$ cat src/rtl/uart_tx_cfg.sv
// uart_tx_cfg: configurable UART transmitter.
// One frame shifter plus a one-entry holding register.
module uart_tx_cfg #(
  parameter int DATA_BITS    = 8,
  parameter int CLKS_PER_BIT = 16,
  parameter int PARITY       = 0,
  parameter int STOP_BITS    = 1
) (
  input  logic                 clk,
  input  logic                 rst,
  input  logic [DATA_BITS-1:0] data,
  input  logic                 data_valid,
  output logic                 data_ready,
  output logic                 serial_out,
  output logic                 busy,
  output logic                 tx_done
);

  localparam int CW = (CLKS_PER_BIT > 1) ? $clog2(CLKS_PER_BIT) : 1;
  localparam int BW = $clog2(DATA_BITS + 1);

  localparam logic [CW-1:0] BAUD_LAST = CW'(CLKS_PER_BIT - 1);
  localparam logic [BW-1:0] DATA_LAST = BW'(DATA_BITS - 1);
  localparam logic [BW-1:0] STOP_LAST = BW'(STOP_BITS - 1);

  typedef enum logic [2:0] {
    IDLE,
    START,
    DATA,
    PAR,
    STOP
  } state_t;

  state_t               state;
  state_t               state_nx;
  logic [CW-1:0]        baud;
  logic [BW-1:0]        bits;
  logic [DATA_BITS-1:0] shift;
  logic [DATA_BITS-1:0] hold;
  logic [DATA_BITS-1:0] word;
  logic                 hold_full;
  logic                 par_bit;
  logic                 bit_end;
  logic                 frame_end;
  logic                 xfer;
  logic                 direct;
  logic                 load;
  logic                 serial_nx;

  function automatic logic parity_of(
    input logic [DATA_BITS-1:0] w
  );
    if (PARITY == 2) begin
      return ~(^w);
    end
    return ^w;
  endfunction

  assign xfer      = data_valid & data_ready;
  assign bit_end   = (state != IDLE) &&
                     (baud == BAUD_LAST);
  assign frame_end = (state == STOP) && bit_end &&
                     (bits == STOP_LAST);
  // A word goes straight to the shifter when the
  // line is free now; otherwise it waits in hold.
  assign direct    = xfer &&
                     ((state == IDLE) || frame_end);
  assign load      = direct ||
                     (frame_end && hold_full);
  assign word      = hold_full ? hold : data;

  // State register.
  always_ff @(posedge clk or posedge rst) begin
    if (rst) begin
      state <= IDLE;
    end else begin
      state <= state_nx;
    end
  end

  // Next-state decode on bit boundaries and loads.
  always_comb begin
    state_nx = state;
    unique case (state)
      IDLE: begin
        if (load) state_nx = START;
      end
      START: begin
        if (bit_end) state_nx = DATA;
      end
      DATA: begin
        if (bit_end && (bits == DATA_LAST)) begin
          state_nx = (PARITY != 0) ? PAR : STOP;
        end
      end
      PAR: begin
        if (bit_end) state_nx = STOP;
      end
      STOP: begin
        if (frame_end) begin
          state_nx = load ? START : IDLE;
        end
      end
      default: state_nx = IDLE;
    endcase
  end

  // Output decode and the next line level.
  always_comb begin
    busy       = (state != IDLE);
    data_ready = ~hold_full;
    serial_nx  = serial_out;
    if (load) begin
      serial_nx = 1'b0;
    end else if (bit_end) begin
      case (state_nx)
        DATA:    serial_nx = shift[0];
        PAR:     serial_nx = par_bit;
        default: serial_nx = 1'b1;
      endcase
    end
  end

  // Line register and frame-end pulse.
  always_ff @(posedge clk or posedge rst) begin
    if (rst) begin
      serial_out <= 1'b1;
      tx_done    <= 1'b0;
    end else begin
      serial_out <= serial_nx;
      tx_done    <= frame_end;
    end
  end

  // Baud counter: clears on each bit boundary.
  always_ff @(posedge clk or posedge rst) begin
    if (rst) begin
      baud <= '0;
    end else if (load || bit_end ||
                 (state == IDLE)) begin
      baud <= '0;
    end else begin
      baud <= baud + 1'b1;
    end
  end

  // Bit counter within the DATA and STOP phases.
  always_ff @(posedge clk or posedge rst) begin
    if (rst) begin
      bits <= '0;
    end else if (load) begin
      bits <= '0;
    end else if (bit_end) begin
      if (state_nx != state) begin
        bits <= '0;
      end else begin
        bits <= bits + 1'b1;
      end
    end
  end

  // Frame shifter and its parity, fixed at load.
  always_ff @(posedge clk or posedge rst) begin
    if (rst) begin
      shift   <= '0;
      par_bit <= 1'b0;
    end else if (load) begin
      shift   <= word;
      par_bit <= parity_of(word);
    end else if (bit_end && (state_nx == DATA)) begin
      shift   <= shift >> 1;
    end
  end

  // Holding register for a word arriving mid-frame.
  always_ff @(posedge clk or posedge rst) begin
    if (rst) begin
      hold      <= '0;
      hold_full <= 1'b0;
    end else if (xfer && !direct) begin
      hold      <= data;
      hold_full <= 1'b1;
    end else if (frame_end && hold_full) begin
      hold_full <= 1'b0;
    end
  end

endmodule

$ cat config.mk
export PLATFORM = sky130hd
export DESIGN_NAME = uart_tx_cfg
export DESIGN_NICKNAME = d
export VERILOG_FILES = /design/src/rtl/uart_tx_cfg.sv
export SDC_FILE = /design/constraint.sdc
export NUM_CORES = 1
export LEC_CHECK = 0
export BUFFER_PORTS_ARGS = -buffer_cell sky130_fd_sc_hd__buf_2
export CAP_MARGIN = 20
export CORE_MARGIN = 5
export CORE_UTILIZATION = 60
export CTS_CLUSTER_SIZE = 8
export DETAILED_ROUTE_END_ITERATION = 6
export GPL_TIMING_DRIVEN = 0
export MAX_ROUTING_LAYER = met4
export PLACE_DENSITY = 0.81
export SLEW_MARGIN = 10
export SYNTH_ARGS = -nofsm -noshare
export SYNTH_HDL_FRONTEND = slang
export SYNTH_SLANG_ARGS = --single-unit
$ cat constraint.sdc
create_clock -name clk -period 5.85 [get_ports clk]
set_input_delay 1.4625 -clock clk [delete_from_list [all_inputs] [get_ports clk]]
set_output_delay 1.4625 -clock clk [all_outputs]
set_load 0.005 [all_outputs]
# == After elaboration in Yosys (flattened, before gate mapping) ==
# Cells that the tools add are included.
# word_totals
reg_bits,31
elab_cells,61
output_inout_bits,4
in_bits,11
# op_classes
n_bitwise,2
eq_ne,9
add_sub_neg,2
n_reduce_logical,20
n_mux,19
# op_table
cell,n
$mux W8,3
$mux W4,4
$mux W3,5
$pmux W3 S5,1
$eq A3 B2 Y1 const B,4
$add A4 B1 Y4 const B,2
$logic_and A1 B1 Y1,8
$reduce_xor A8 Y1,1
$reduce_bool A2 Y1,3
$mux W1,5
$eq A4 B3 Y1 const B,1
$eq A4 B4 Y1 const B,1
$logic_not A4 Y1,1
$logic_or A1 B1 Y1,4
$eq A3 B1 Y1 const B,1
$eq A3 B3 Y1 const B,1
$logic_not A3 Y1,1
$ne A3 B3 Y1,1
$reduce_bool A3 Y1,1
$pmux W1 S2,1
$and A1 B1 Y1,1
$logic_not A1 Y1,1
$not A1 Y1,1

# == Longest topological paths before layout ==
# Gate-level depths: netlist of the first run.
# logic_depth
word_depth,14
mapped_depth,8

# == Worst setup path before layout of the first run ==
# No wires, ideal clock.
# synth_path
path_type,in2reg
from,in data_valid
to,reg shift[0]
required_time_ns,5.724
path_slack_ns,3.368
arrival_ns,2.356
stages,5
cell_sequence,nand2b_1 > a21boi_2 > nand2_2 > a22o_4 > a221o_1
# synth_between
elab_chain_len,9
elab_cells_between_ends,11
# synth_lines
element,line_no,source
"start, declared",12,"input logic data_valid,"
$and A1 B1 Y1 *,59,assign xfer = data_valid & data_ready;
$logic_and A1 B1 Y1 *,66,assign direct = xfer &&
$logic_or A1 B1 Y1 *,68,assign load = direct ||
$mux W1,101,state_nx = load ? START : IDLE;
$mux W3,100,if (frame_end) begin
$pmux W3 S5,84,unique case (state)
$eq A3 B2 Y1,170,end else if (bit_end && (state_nx == DATA)) begin
$logic_and A1 B1 Y1,170,
$reduce_bool A2 Y1 (no source line),-,
"end signal, assigned",168,shift <= word;
"end signal, assigned",171,shift <= shift >> 1;
"end, declared",38,logic [DATA_BITS-1:0] shift;
# Mark *: on every way between the ends. The rest lies on a longest branch, timed or not.
# A chain may end at the register's enable or synchronous reset.

# == Worst setup path in the final report of the first run ==
# layout_path
from,reg state[1]
to,out busy
# layout_between
elab_chain_len,1
# layout_lines
element,line_no,source
"start, declared",34,state_t state;
"start signal, assigned",77,state <= state_nx;
$reduce_bool A3 Y1,110,busy = (state != IDLE);
"end, declared",15,"output logic busy,"
# Every way passes these cells.

==> results of run 1 <==
metrics by stage:
step           setup WS [ns]  instances  total power, mW
2_1_floorplan           3.37        136            0.222
3_3_place_gp            3.19        180            0.227
3_5_place_dp            3.18        181            0.231
4_1_cts                 2.86        188            0.341
5_1_grt                 2.72        188            0.355
6_report                2.88        188            0.337
how the worst max path moves through the flow:
stage                       start                    to  slack, ns  depth (start not counted)
2_1_floorplan          data_valid  shift[0]$_DFFE_PP0P_       3.37                          5
3_5_place_dp           data_valid  shift[5]$_DFFE_PP0P_       3.18                          6
3_3_place_gp           data_valid  shift[4]$_DFFE_PP0P_       3.19                          6
6_report       state[1]$_DFF_PP0_                  busy       2.88                          4
4_1_cts        state[1]$_DFF_PP0_                  busy       2.86                          4
5_1_grt        state[1]$_DFF_PP0_                  busy       2.72                          4
cell usage after synthesis, drive strengths merged, types with 2 or more instances:
cell and instances:
dfrtp 29, nor2 15, nand2 11, mux2 8, mux2i 8, a221o 7
inv 6, o21ai 6, buf 4, nor2b 4, a211o 3, ha 3
nand3 3, a21boi 2, a31oi 2, and3 2, nand2b 2, nand3b 2
nor3 2, nor3b 2
sequential cells by signal, summed over array words and instances (netlist names):
name and flops:
shift 8, baud 4, bits 4, state 3, hold 8, hold_full 1
serial_out 1, tx_done 1
cell families (layout without fill, tap and decap cells):
| logic type | after synthesis | count (layout) | synth area share |
|---|---|---|---|
| AO/OA/AOI/OAI | 28 | 28 | 0.163 |
| XOR/XNOR | 2 | 2 | 0.0117 |
| adder cells (fa/ha/maj) | 3 | 3 | 0.0250 |
| buffers and inverters | 11 | 33 | 0.0308 |
| flip-flops | 30 | 30 | 0.500 |
| multiplexers | 16 | 16 | 0.113 |
| AND/OR/NAND/NOR | 46 | 46 | 0.156 |
cell type report:
type                    count  area share
flip-flops and latches     30       0.446
multi-input cells          95       0.418
repair buffers             15      0.0579
clock buffers               5      0.0223
well taps                  30      0.0223
plain buffers               5      0.0141
inverters                   6      0.0134
clock inverters             2     0.00594
routing by layer:
layer / track usage / part of all wire / up-vias
met5: - / 0 / -
met4: 0.0854 / 0.023 / 0
met3: 0.0518 / 0.033 / 7
met1: 0.230 / 0.45 / 517
li1: - / - / 536
met2: 0.292 / 0.50 / 15
power by group:
part	switching (mW)	internal [mW]
clock	0.0680	0.0430
combinational	0.00710	0.00738
sequential	0.00140	0.210
total	0.0765	0.260
==> results.json, run 1 <==
{
  "status": "completed",
  "first_pass_iters": 4,
  "grt_pass1_wl_um": 4810,
  "register_area_um2": 752,
  "worstSkewPairLatency_ns": 0.33,
  "crit_slowest_cell": "dfrtp_1",
  "die_area_um2": 3610,
  "final_core_util": 0.693,
  "slew_headroom": 0.560,
  "cts_inserted_buffers": 5,
  "synth-warning-count": 0,
  "reg2reg_slack_ns": 3.85,
  "die_h_um": 60.0,
  "syn_nets": 150,
  "gp_congestion": 0.889,
  "synth.area.top_cells": "dfrtp_1 (48%), mux2_2 (6.0%), mux2i_1 (5.3%)",
  "worstPathCellList": "buf_2 > nor3_1 > inv_1 > buf_2",
  "synth_cell_types": 40,
  "cts_buffer_depth": 2,
  "fin_tns_setup_ns": 0,
  "finalMaxSlewViolations": 0,
  "postSynthAreaPerCell_um2": 11.0,
  "timing.hold.ws_ns": 0.483,
  "cts-resized-gates": 0,
  "rsz0062_at_grt": "false",
  "viasPerCell": 5.72,
  "hold_end": "baud[0]$_DFF_PP0_",
  "worst_pin_slew_ns": 0.659,
  "ant_nets": 0,
  "nets": 172,
  "critPathBufInv": 3,
  "synth-seq-cells": 30,
  "multi_input_area_um2": 704,
  "stdcell_area_um2": 1690,
  "gr-usage-all-layers": 0.189,
  "cts.sinks": 30,
  "first_global_vias": 1104,
  "hold_violations": 0,
  "clkTransAtPathRegs_ns": 0.08,
  "cts_tree": "built",
  "async_flop_share": 1.00,
  "synthFlopType": "dfrtp_1",
  "grt_max_degree": 17,
  "syn_to_final_growth_pct": 12.2,
  "endpoint_kind": "output pin",
  "start_util": 0.618,
  "required_ns": 4.39,
  "cpMostUsedCell": "buf_2",
  "cts_hold_buf": 0,
  "seq_area_frac_synth": 0.500,
  "layout-drive-gt1-share": 0.272,
  "overflow": 0,
  "cap_violations": 0,
  "drtIter0Drc": 47,
  "path_class": "register to output pin",
  "fmax_mhz": 336,
  "netlist_instances": 136,
  "coreArea_um2": 2430,
  "antenna_found_initial": 0,
  "crit_path_max_incr_delay_ns": 0.37,
  "die_width_um": 60.0,
  "final.min_clock_period_ns": 2.97,
  "cts_setup_buffers": 0,
  "io_pins": 15,
  "p_leak_nw": 0.853,
  "rows": 18,
  "hpwl_um": 1970,
  "wl_um": 2650,
  "final_cell_mix": "dfrtp_1 (29), buf_2 (18), nor2_1 (15)",
  "ir_drop_mv": 0.217,
  "synth_top_area_cell": "dfrtp_1",
  "critPathArrivalTime_ns": 1.51,
  "diodes": 0,
  "whs_path_depth": 1,
  "cts_max_level": 2,
  "critPathMaxFanout": 10,
  "filler_cell_count": 195,
  "startpoint_type": "register",
  "port_buffers": 14,
  "num_vias": 1075,
  "r2r_start": "bits[0]$_DFFE_PP0P_",
  "mappedNetlistArea_um2": 1500,
  "synth.top_cell.area_share": 0.483,
  "placed_area_um2": 1640,
  "drc": 0,
  "r2r_cells": 7,
  "worstReg2RegEnd": "shift[4]$_DFFE_PP0P_",
  "setup_viol": 0,
  "power_density_nw_per_um2": 200,
  "cts-root-buf": "clkbuf_4",
  "synth_edf_count": 0,
  "wire_per_inst_um": 14.1,
  "period_share": 0.508,
  "cp_top_family": "buffers and inverters",
  "fin_skew_ns": 0.00959,
  "final_common_cell": "dfrtp_1",
  "hp-start": "baud[0]$_DFF_PP0_",
  "hold_class": "register to register"
}
Note: power is estimated with default switching activity, not from simulation.
==> run 2: changes to the inputs <==
- CORE_ASPECT_RATIO: default -> 0.5
- CORE_UTILIZATION: 60 -> 51
- PLACE_DENSITY: 0.81 -> 0.73
- clock period: 5.85 -> 2.6 ns (I/O delays scaled with it)
==> results.json, run 2 (same netlist as run 1, synthesis figures left out) <==
{
  "num_vias": 1053,
  "die_area_um2": 4200,
  "cts.sinks": 30,
  "final_common_cell": "dfrtp_1",
  "finalMaxSlewViolations": 0,
  "path_class": "register to output pin",
  "hold_class": "primary input to async pin",
  "largestRegisters": "hold x8, shift x8",
  "cts_hold_buf": 0,
  "io_pins": 15,
  "clkTransAtPathRegs_ns": 0.06,
  "wl_um": 2720,
  "cts_setup_buffers": 0,
  "drc": 0,
  "period_share": 0.838,
  "fin_tns_setup_ns": 0,
  "die_h_um": 48.4,
  "nets": 172,
  "preCtsSetupSlack_ns": 0.622,
  "diodes": 0,
  "antenna_found_initial": 0,
  "final.min_clock_period_ns": 2.18,
  "port_buffers": 14,
  "slew_headroom": 0.602,
  "cts-resized-gates": 0,
  "first_global_vias": 1063,
  "grt_max_degree": 23,
  "power_mw": 0.961,
  "hpwl_um": 1920,
  "gp_congestion": 0.862,
  "cts_tree": "built",
  "p_leak_nw": 0.880,
  "multi_input_area_um2": 704,
  "start_util": 0.557,
  "rsz0062_at_grt": "false",
  "filler_cell_count": 231,
  "syn_to_final_growth_pct": 16.8,
  "cts_inserted_buffers": 5,
  "cts_buffer_depth": 2,
  "fmax_mhz": 459,
  "gr-usage-all-layers": 0.153,
  "startpoint_type": "register",
  "coreArea_um2": 2700,
  "ir_drop_mv": 0.381,
  "first_pass_iters": 4,
  "worst_pin_slew_ns": 0.595,
  "rows": 13,
  "power_density_nw_per_um2": 548,
  "status": "completed",
  "critPathArrivalTime_ns": 1.53,
  "cts-root-buf": "clkbuf_8",
  "worst_slack_ns": 0.422,
  "cap_violations": 0,
  "required_ns": 1.95,
  "drtIter0Drc": 67,
  "hold_violations": 0,
  "viasPerCell": 5.37,
  "final_cell_mix": "dfrtp_1 (29), buf_2 (18), nor2_1 (15)",
  "grt_pass1_wl_um": 4930,
  "worstSkewPairLatency_ns": 0.28,
  "fin_skew_ns": 0.00741,
  "endpoint_kind": "output pin",
  "critPathMaxFanout": 10,
  "overflow": 0,
  "ant_nets": 0,
  "layout-drive-gt1-share": 0.277,
  "wire_per_inst_um": 13.9,
  "register_area_um2": 752,
  "cts_max_level": 2,
  "setup_viol": 0,
  "die_width_um": 86.8
}
-- run 2: cell count changes in the layout (fill, tap and decap cells not counted), sizes merged --
cell | previous run | this run
bufinv | 0 | 1
-- run 2: final cells by class --
| class | instances | area share |
|---|---|---|
| well taps | 37 | 0.0264 |
| clock buffers | 5 | 0.0392 |
| clock inverters | 3 | 0.0228 |
| repair buffers | 15 | 0.0556 |
| multi-input cells | 95 | 0.401 |
| inverters | 6 | 0.0128 |
| flip-flops and latches | 30 | 0.428 |
| plain buffers | 5 | 0.0135 |
-- run 2: where the power goes --
| group | internal (mW) | leakage [nW] | total [mW] | switching (mW) |
|---|---|---|---|---|
| registers | 0.473 | 0.391 | 0.476 | 0.00298 |
| clock network | 0.282 | 0.0579 | 0.452 | 0.171 |
| logic | 0.0166 | 0.431 | 0.0327 | 0.0161 |
-- run 2: path summary, 6_finish.rpt --
| check | startpoint | to | slack, ns | cells past startpoint |
|---|---|---|---|---|
| hold reg to reg | baud[0]$_DFF_PP0_ | baud[0]$_DFF_PP0_ | 0.47 | 1 |
| min in group clk | baud[0]$_DFF_PP0_ | baud[0]$_DFF_PP0_ | 0.47 | 1 |
| max in group asynchronous | rst | serial_out$_DFFE_PP1P_ | 1.71 | 3 |
| setup reg to reg | bits[0]$_DFFE_PP0P_ | shift[5]$_DFFE_PP0P_ | 0.61 | 7 |
| setup / recovery | state[1]$_DFF_PP0_ | busy | 0.42 | 4 |
| hold / removal | rst | tx_done$_DFF_PP0_ | 0.36 | 2 |
-- run 2: per-layer routing --
layer	vias to the layer above	GRT usage	part of all wire
met1	498	0.207	0.50
met5	-	-	0
met4	0	0.0389	0.0040
met2	23	0.212	0.45
met3	2	0.0641	0.046
li1	530	-	-
-- run 2: critical path, cell delays in order, from the launching register on --
cell	delay, ns
dfrtp_1	0.39
buf_2	0.18
nor3_1	0.41
inv_1	0.13
buf_2	0.15
-- run 2: through the flow --
stage / util / cells / hold slack, ns / cell area, um2
final: 0.650 / 196 / 0.363 / 1760
after global routing: 0.650 / 196 / 0.395 / 1760
after CTS: 0.650 / 196 / 0.367 / 1760
after detailed placement: 0.610 / 188 / 0.470 / 1650
after global placement: 0.600 / 187 / 0.448 / 1620
after floorplan: - / 136 / 0.430 / 1500
